$ cat src/rtl/alu_pkg.sv
// Shared definitions for the ALU issue stage: aluc codes, MIPS opcode and
// funct encodings, branch-type encoding and the registered issue record.
package alu_pkg;

    localparam logic [3:0] ALUC_ADD = 4'b0000;
    localparam logic [3:0] ALUC_SUB = 4'b0100;
    localparam logic [3:0] ALUC_AND = 4'b0001;
    localparam logic [3:0] ALUC_OR  = 4'b0101;
    localparam logic [3:0] ALUC_XOR = 4'b0010;
    localparam logic [3:0] ALUC_LUI = 4'b0110;
    localparam logic [3:0] ALUC_SLL = 4'b0011;
    localparam logic [3:0] ALUC_SRL = 4'b0111;
    localparam logic [3:0] ALUC_SRA = 4'b1111;

    localparam logic [5:0] OP_RTYPE = 6'b000000;
    localparam logic [5:0] OP_ADDI  = 6'b001000;
    localparam logic [5:0] OP_ANDI  = 6'b001100;
    localparam logic [5:0] OP_ORI   = 6'b001101;
    localparam logic [5:0] OP_XORI  = 6'b001110;
    localparam logic [5:0] OP_LUI   = 6'b001111;
    localparam logic [5:0] OP_LW    = 6'b100011;
    localparam logic [5:0] OP_SW    = 6'b101011;
    localparam logic [5:0] OP_BEQ   = 6'b000100;
    localparam logic [5:0] OP_BNE   = 6'b000101;

    localparam logic [5:0] FN_ADD  = 6'b100000;
    localparam logic [5:0] FN_SUB  = 6'b100010;
    localparam logic [5:0] FN_AND  = 6'b100100;
    localparam logic [5:0] FN_OR   = 6'b100101;
    localparam logic [5:0] FN_XOR  = 6'b100110;
    localparam logic [5:0] FN_SLL  = 6'b000000;
    localparam logic [5:0] FN_SRL  = 6'b000010;
    localparam logic [5:0] FN_SRA  = 6'b000011;
    localparam logic [5:0] FN_SLLV = 6'b000100;
    localparam logic [5:0] FN_SRLV = 6'b000110;
    localparam logic [5:0] FN_SRAV = 6'b000111;

    typedef enum logic [1:0] {
        BR_NONE = 2'b00,
        BR_BEQ  = 2'b01,
        BR_BNE  = 2'b10
    } branch_t;

    typedef struct packed {
        logic [31:0] a;
        logic [31:0] b;
        logic [3:0]  aluc;
        logic        wreg;
        logic [4:0]  dest;
        logic        m2reg;
        logic        wmem;
        logic [1:0]  branch;
        logic        illegal;
    } issue_t;

endpackage

$ cat src/rtl/alu_op_decode.sv
// Combinational decode of one MIPS instruction into ALU issue fields.
// Optional variable shifts (sllv/srlv/srav) are enabled by ALU_ISSUE_SHIFTV_EN.
module alu_op_decode
    import alu_pkg::*;
(
    input  logic [31:0] inst,
    input  logic [31:0] rs_data,
    input  logic [31:0] rt_data,
    output logic [31:0] alu_a,
    output logic [31:0] alu_b,
    output logic [3:0]  aluc,
    output logic        wreg,
    output logic [4:0]  dest,
    output logic        m2reg,
    output logic        wmem,
    output logic [1:0]  branch,
    output logic        illegal
);

    logic [5:0]  op;
    logic [5:0]  funct;
    logic [31:0] imm_sx;
    logic [31:0] imm_zx;
    logic        unused_rs_field;

    assign op     = inst[31:26];
    assign funct  = inst[5:0];
    assign imm_sx = {{16{inst[15]}}, inst[15:0]};
    assign imm_zx = {16'h0000, inst[15:0]};
    // rs arrives already read from the register file; the field itself is not needed
    assign unused_rs_field = ^inst[25:21];

    // Decode op/funct into operands and controls; undecodable words collapse to all-zero fields
    always_comb begin
        alu_a   = '0;
        alu_b   = '0;
        aluc    = ALUC_ADD;
        wreg    = 1'b0;
        dest    = '0;
        m2reg   = 1'b0;
        wmem    = 1'b0;
        branch  = BR_NONE;
        illegal = 1'b0;
        case (op)
            OP_RTYPE: begin
                alu_a = rs_data;
                alu_b = rt_data;
                wreg  = 1'b1;
                dest  = inst[15:11];
                case (funct)
                    FN_ADD: aluc = ALUC_ADD;
                    FN_SUB: aluc = ALUC_SUB;
                    FN_AND: aluc = ALUC_AND;
                    FN_OR:  aluc = ALUC_OR;
                    FN_XOR: aluc = ALUC_XOR;
                    FN_SLL: begin aluc = ALUC_SLL; alu_a = {27'b0, inst[10:6]}; end
                    FN_SRL: begin aluc = ALUC_SRL; alu_a = {27'b0, inst[10:6]}; end
                    FN_SRA: begin aluc = ALUC_SRA; alu_a = {27'b0, inst[10:6]}; end
`ifdef ALU_ISSUE_SHIFTV_EN
                    FN_SLLV: begin aluc = ALUC_SLL; alu_a = {27'b0, rs_data[4:0]}; end
                    FN_SRLV: begin aluc = ALUC_SRL; alu_a = {27'b0, rs_data[4:0]}; end
                    FN_SRAV: begin aluc = ALUC_SRA; alu_a = {27'b0, rs_data[4:0]}; end
`endif
                    default: illegal = 1'b1;
                endcase
            end
            OP_ADDI, OP_LW, OP_SW: begin
                alu_a = rs_data;
                alu_b = imm_sx;
                dest  = inst[20:16];
                wreg  = (op != OP_SW);
                m2reg = (op == OP_LW);
                wmem  = (op == OP_SW);
            end
            OP_ANDI, OP_ORI, OP_XORI: begin
                alu_a = rs_data;
                alu_b = imm_zx;
                dest  = inst[20:16];
                wreg  = 1'b1;
                aluc  = (op == OP_ANDI) ? ALUC_AND : (op == OP_ORI) ? ALUC_OR : ALUC_XOR;
            end
            OP_LUI: begin
                alu_b = imm_zx;
                dest  = inst[20:16];
                wreg  = 1'b1;
                aluc  = ALUC_LUI;
            end
            OP_BEQ, OP_BNE: begin
                alu_a  = rs_data;
                alu_b  = rt_data;
                dest   = inst[20:16];
                aluc   = ALUC_SUB;
                branch = (op == OP_BEQ) ? BR_BEQ : BR_BNE;
            end
            default: illegal = 1'b1;
        endcase
        if (illegal) begin
            alu_a  = '0;
            alu_b  = '0;
            aluc   = ALUC_ADD;
            wreg   = 1'b0;
            dest   = '0;
            m2reg  = 1'b0;
            wmem   = 1'b0;
            branch = BR_NONE;
        end
    end

endmodule

$ cat src/rtl/alu_issue_stage.sv
// Registered decode-and-issue stage with valid/ready handshake in front of the ALU.
// Optional variable-shift decode: define ALU_ISSUE_SHIFTV_EN.
module alu_issue_stage
    import alu_pkg::*;
(
    input  logic        clock,
    input  logic        resetn,
    input  logic        in_valid,
    output logic        in_ready,
    input  logic [31:0] inst,
    input  logic [31:0] rs_data,
    input  logic [31:0] rt_data,
    input  logic        flush,
    output logic        out_valid,
    input  logic        out_ready,
    output logic [31:0] alu_a,
    output logic [31:0] alu_b,
    output logic [3:0]  aluc,
    output logic        wreg,
    output logic [4:0]  dest,
    output logic        m2reg,
    output logic        wmem,
    output logic [1:0]  branch,
    output logic        illegal
);

    issue_t dec;
    issue_t issue_q, issue_d;
    logic   valid_q, valid_d;
    logic   accept;

    alu_op_decode u_decode (
        .inst    (inst),
        .rs_data (rs_data),
        .rt_data (rt_data),
        .alu_a   (dec.a),
        .alu_b   (dec.b),
        .aluc    (dec.aluc),
        .wreg    (dec.wreg),
        .dest    (dec.dest),
        .m2reg   (dec.m2reg),
        .wmem    (dec.wmem),
        .branch  (dec.branch),
        .illegal (dec.illegal)
    );

    assign in_ready = !valid_q || out_ready;
    assign accept   = in_valid && in_ready && !flush;

    // Next entry: flush beats accept, accept beats drain, otherwise hold
    always_comb begin
        valid_d = valid_q;
        issue_d = issue_q;
        if (flush) begin
            valid_d = 1'b0;
        end else if (accept) begin
            valid_d = 1'b1;
            issue_d = dec;
        end else if (out_ready) begin
            valid_d = 1'b0;
        end
    end

    // Output register with synchronous active-low reset
    always_ff @(posedge clock) begin
        if (!resetn) begin
            valid_q <= 1'b0;
            issue_q <= '0;
        end else begin
            valid_q <= valid_d;
            issue_q <= issue_d;
        end
    end

    assign out_valid = valid_q;
    assign alu_a     = issue_q.a;
    assign alu_b     = issue_q.b;
    assign aluc      = issue_q.aluc;
    assign wreg      = issue_q.wreg;
    assign dest      = issue_q.dest;
    assign m2reg     = issue_q.m2reg;
    assign wmem      = issue_q.wmem;
    assign branch    = issue_q.branch;
    assign illegal   = issue_q.illegal;

endmodule

$ cat config.mk
export PLATFORM = sky130hd
export DESIGN_NAME = alu_issue_stage
export DESIGN_NICKNAME = d
export VERILOG_FILES = /design/src/rtl/alu_pkg.sv /design/src/rtl/alu_op_decode.sv /design/src/rtl/alu_issue_stage.sv
export SDC_FILE = /design/constraint.sdc
export NUM_CORES = 1
export LEC_CHECK = 0
export ABC_AREA = 1
export CORE_ASPECT_RATIO = 0.7
export CORE_MARGIN = 2
export CORE_UTILIZATION = 40
export DETAILED_ROUTE_END_ITERATION = 10
export DONT_BUFFER_PORTS = 1
export PLACE_DENSITY = 0.58
export SYNTH_ARGS = -nofsm -noshare
export SYNTH_HDL_FRONTEND = slang
export SYNTH_SLANG_ARGS = --single-unit
$ cat constraint.sdc
create_clock -name clock -period 1.7 [get_ports clock]
set_input_delay 0.34 -clock clock [delete_from_list [all_inputs] [get_ports clock]]
set_output_delay 0.34 -clock clock [all_outputs]
set_load 0.02 [all_outputs]
==> summary.md <==
| Metric | Value |
|---|---|
| Initial antenna violation count | 0 |
| Cell at the root of the clock tree | clkbuf_16 |
| Inserted Clock Buffers | 9 |
| Total Die Area | 0.0121 sq mm |
| Reg-to-reg setup timing slack | 0.19 ns |
| Post-CTS setup repair buffer count | 0 |
| Grt ovf | 0 |
| Hold endpoint | out_valid |
| Count of cell types in the netlist | 29 |
| Clock transition at the registers of the reported paths | 0.06 ns |
| Post-synthesis average cell area | 6.87 sq um |
| Final #Nets | 740 |
| Port Buf Inserts | 0 |
| Number of enable-type register cells in the synthesized netlist | 0 |
| Fin Setup TNS | 0 ns |
| Kind of launch point of the worst setup path | flop |
| Maximum fanout along the worst path | 29 |
| Launch point of the worst hold path | flush |
| Main flop type after synthesis | dfxtp_1 |
| Cell Pwr Density | 905 mW/mm^2 |
| Netlist area before placement | 0.00448 sq mm |
| Total Routed Length | 13.4 mm |
| Yosys reg bits | 80 |
| Share of final-layout standard cells stronger than drive strength 1 | 15.6% |
| First-pass GRT wire length | 21.2 mm |
| Outcome | complete, no violations |
| Drt initial violations | 272 |
| Hpwl dp | 9.55 mm |
| Vias per cell | 5.40 |
| Final antenna-violating net count | 0 |
| Unrepaired setup endpoints after global routing | no |
| Nets in the synthesized netlist | 753 |
| Overall die width | 130 um |
| Initial standard-cell utilization of the core | 40.8% |
| Total of hold buffers inserted after clock tree synthesis | 0 |
| Setup violators final | 0 |
| Count of mapped cells out of synthesis | 652 |
| Number of levels in the clock H-tree | 3 |
| Overall via count from detail_route | 4296 |
| Setup crit end kind | flop |
| Final Skew | 0.00427 ns |
| Final Hold Vio Count | 0 |
| Top achievable clock speed | 663 MHz |
| Depth of the worst register-to-register path | 8 |
| Share of synthesized registers carrying an async set or reset | 0% |
| Placeable core region | 0.0110 sq mm |
| # diodes | 0 |
| Remaining max-slew budget at the tightest pin | 64.6% |
| Top-level port count | 182 |
| Insertion delay to the later sink of the worst-skew pair | 0.33 ns |
| Count of unresolved DRC violations after routing | 0 |
| Ranking of synthesized cells by area | dfxtp_1 (36%), nand2_1 (23%), nand3_1 (9.5%), a21oi_1 (6.7%), nand3_2 (5.6%) |
| Clock tree from TritonCTS | built |
| Worst hold-check slack | 0.0871 ns |
| Total power consumption of the routed design | 4430 uW |
| Hold Path Cell Cnt | 1 |
| Max VDD drop | 0.614 mV |
| Measured slew at the worst slew-check pin | 0.531 ns |
| Top post-synthesis cells by count | nand2_1 (269), nand3_1 (85), dfxtp_1 (80), a21oi_1 (60), nand3_2 (25) |
| Biggest area consumer among synthesized cells | dfxtp_1 |
| Per-cell routed wire length | 16.8 um |
| Leakage dissipation | 0.00196 uW |
| Critical path start-end classification | reg2reg |
| Share of Yosys cell area claimed by the top area cell type | 35.8% |
| Sequential area share after synthesis | 35.8% |
| Final worst path period need | 1.51 ns |
| Syn-to-layout area delta | 9.33% |
| Yosys warnings | 0 |
| TritonCTS Sinks | 80 |
| Number of global-route vias before repair | 4321 |
| Global routing usage summed across all routing layers | 22.4% |
| Worst Path Required | 1.96 ns |
| Most used standard cell by instance count after synthesis | nand2_1 |
| Maximum count of clock buffers along a single path | 2 |
| Largest net degree at the start of global routing | 62 |
| End of the worst register-to-register path | alu_b[10] |
| Max Transition Viols Final | 0 |
| Vert. Die Dim | 92.5 um |
| Placer's final routability congestion estimate | 0.830 |
| Type of the tightest min-delay check | in2reg |
| FF-to-FF Start | out_valid |
| Data arrival, critical path | 1.77 ns |
| Post-route fraction of the period consumed by the critical path | 88.8% |
| Total of max-cap violations | 0 |
| Cells resized by post-CTS repair | 0 |
| TritonRoute pass-1 iters | 5 |
| Number of core rows | 32 |
==> sequential cells by signal, indices dropped and copies added (netlist names) <==
signal and flops:
alu_a 32, wmem 1, wreg 1, illegal 1, alu_b 32, branch 2, m2reg 1, out_valid 1
aluc 4, dest 5
==> critical path, stage by stage, from the launching register on <==
cell	delay [ns]
dfxtp_1	0.31
inv_1	0.05
nor2_1	0.06
nor3_4	0.30
nand2_1	0.10
nand2_1	0.13
buf_12	0.23
nand3_2	0.12
a21oi_2	0.13
==> kinds of logic (layout without fill, tap and decap cells) <==
logic type             after synthesis  after routing  synth area share, %
DFF                                 80             80                 35.8
buffers and inverters               71             61                 9.86
AOI/OAI and AO/OA                   90             90                 11.8
and+or+nand+nor                    411            411                 42.5
==> area by class of cell <==
class / instances / area, sq um
sequential: 80 / 1600
clock buffer: 10 / 229
fill: 1179 / 6070
clock inverter: 4 / 95.1
timing repair buffer: 23 / 248
multi-input combinational: 501 / 2440
tap: 153 / 191
inverter: 24 / 90.1
==> layer usage <==
metal  up-vias  part of all wire, %  wire, um  global-route usage (%)
met5         -                    0         0                       0
met4         0                  1.5       199                    6.56
met1      2011                   43      5690                    27.7
met2       170                   47      6230                    36.8
li1       2093                    -         -                       -
met3        22                  9.4      1260                    8.15
==> layout by cell type (no fill, tap or decap) <==
| cell | n |
|---|---|
| o21bai_1 | 1 |
| a21oi_2 | 20 |
| buf_12 | 6 |
| clkinv_2 | 1 |
| nor2_4 | 3 |
| a211oi_1 | 1 |
| nand2_1 | 269 |
| inv_1 | 18 |
| nand2_2 | 4 |
| nor2_1 | 12 |
| a21oi_1 | 60 |
| inv_2 | 6 |
| nor3_4 | 1 |
| and3_1 | 1 |
| clkbuf_16 | 9 |
| nand3_4 | 1 |
| bufinv_16 | 3 |
| clkbuf_1 | 1 |
| nand2_4 | 1 |
| nand4_1 | 5 |
| nor2_2 | 2 |
| o21ai_0 | 8 |
| nand3_1 | 85 |
| buf_4 | 17 |
| nand2_8 | 1 |
| nand3_2 | 25 |
| nor4_1 | 1 |
| dfxtp_1 | 80 |
==> power breakdown <==
| part | switching [uW] | leakage (uW) | total, uW | internal, uW |
|---|---|---|---|---|
| clock | 743 | 0.000158 | 2160 | 1420 |
| sequential | 11.1 | 0.000645 | 1890 | 1880 |
| combinational | 268 | 0.00115 | 377 | 109 |
| total | 1020 | 0.00196 | 4430 | 3410 |
==> how the worst max path moves through the flow <==
stage,slack (ns),depth (start not counted),end,from
after floorplan,0.25,7,aluc[0],out_valid
after global placement,0.08,10,alu_a[8],inst[28]
after detailed placement,0.03,10,alu_a[3],inst[31]
after CTS,0.18,8,alu_b[14],out_valid
after global routing,0.01,8,alu_b[15],out_valid
final,0.19,8,alu_b[10],out_valid
==> metrics by stage <==
step	setup slack [ns]	utilization [%]	cells	cell area, sq um
2_1_floorplan	0.254	-	652	4480
3_5_place_dp	0.0271	41.7	781	4570
6_report	0.191	44.6	795	4900
5_1_grt	0.0121	44.6	795	4900
3_3_place_gp	0.0809	41.7	781	4570
4_1_cts	0.177	44.6	795	4900
Power figures use the tool's default switching activity.
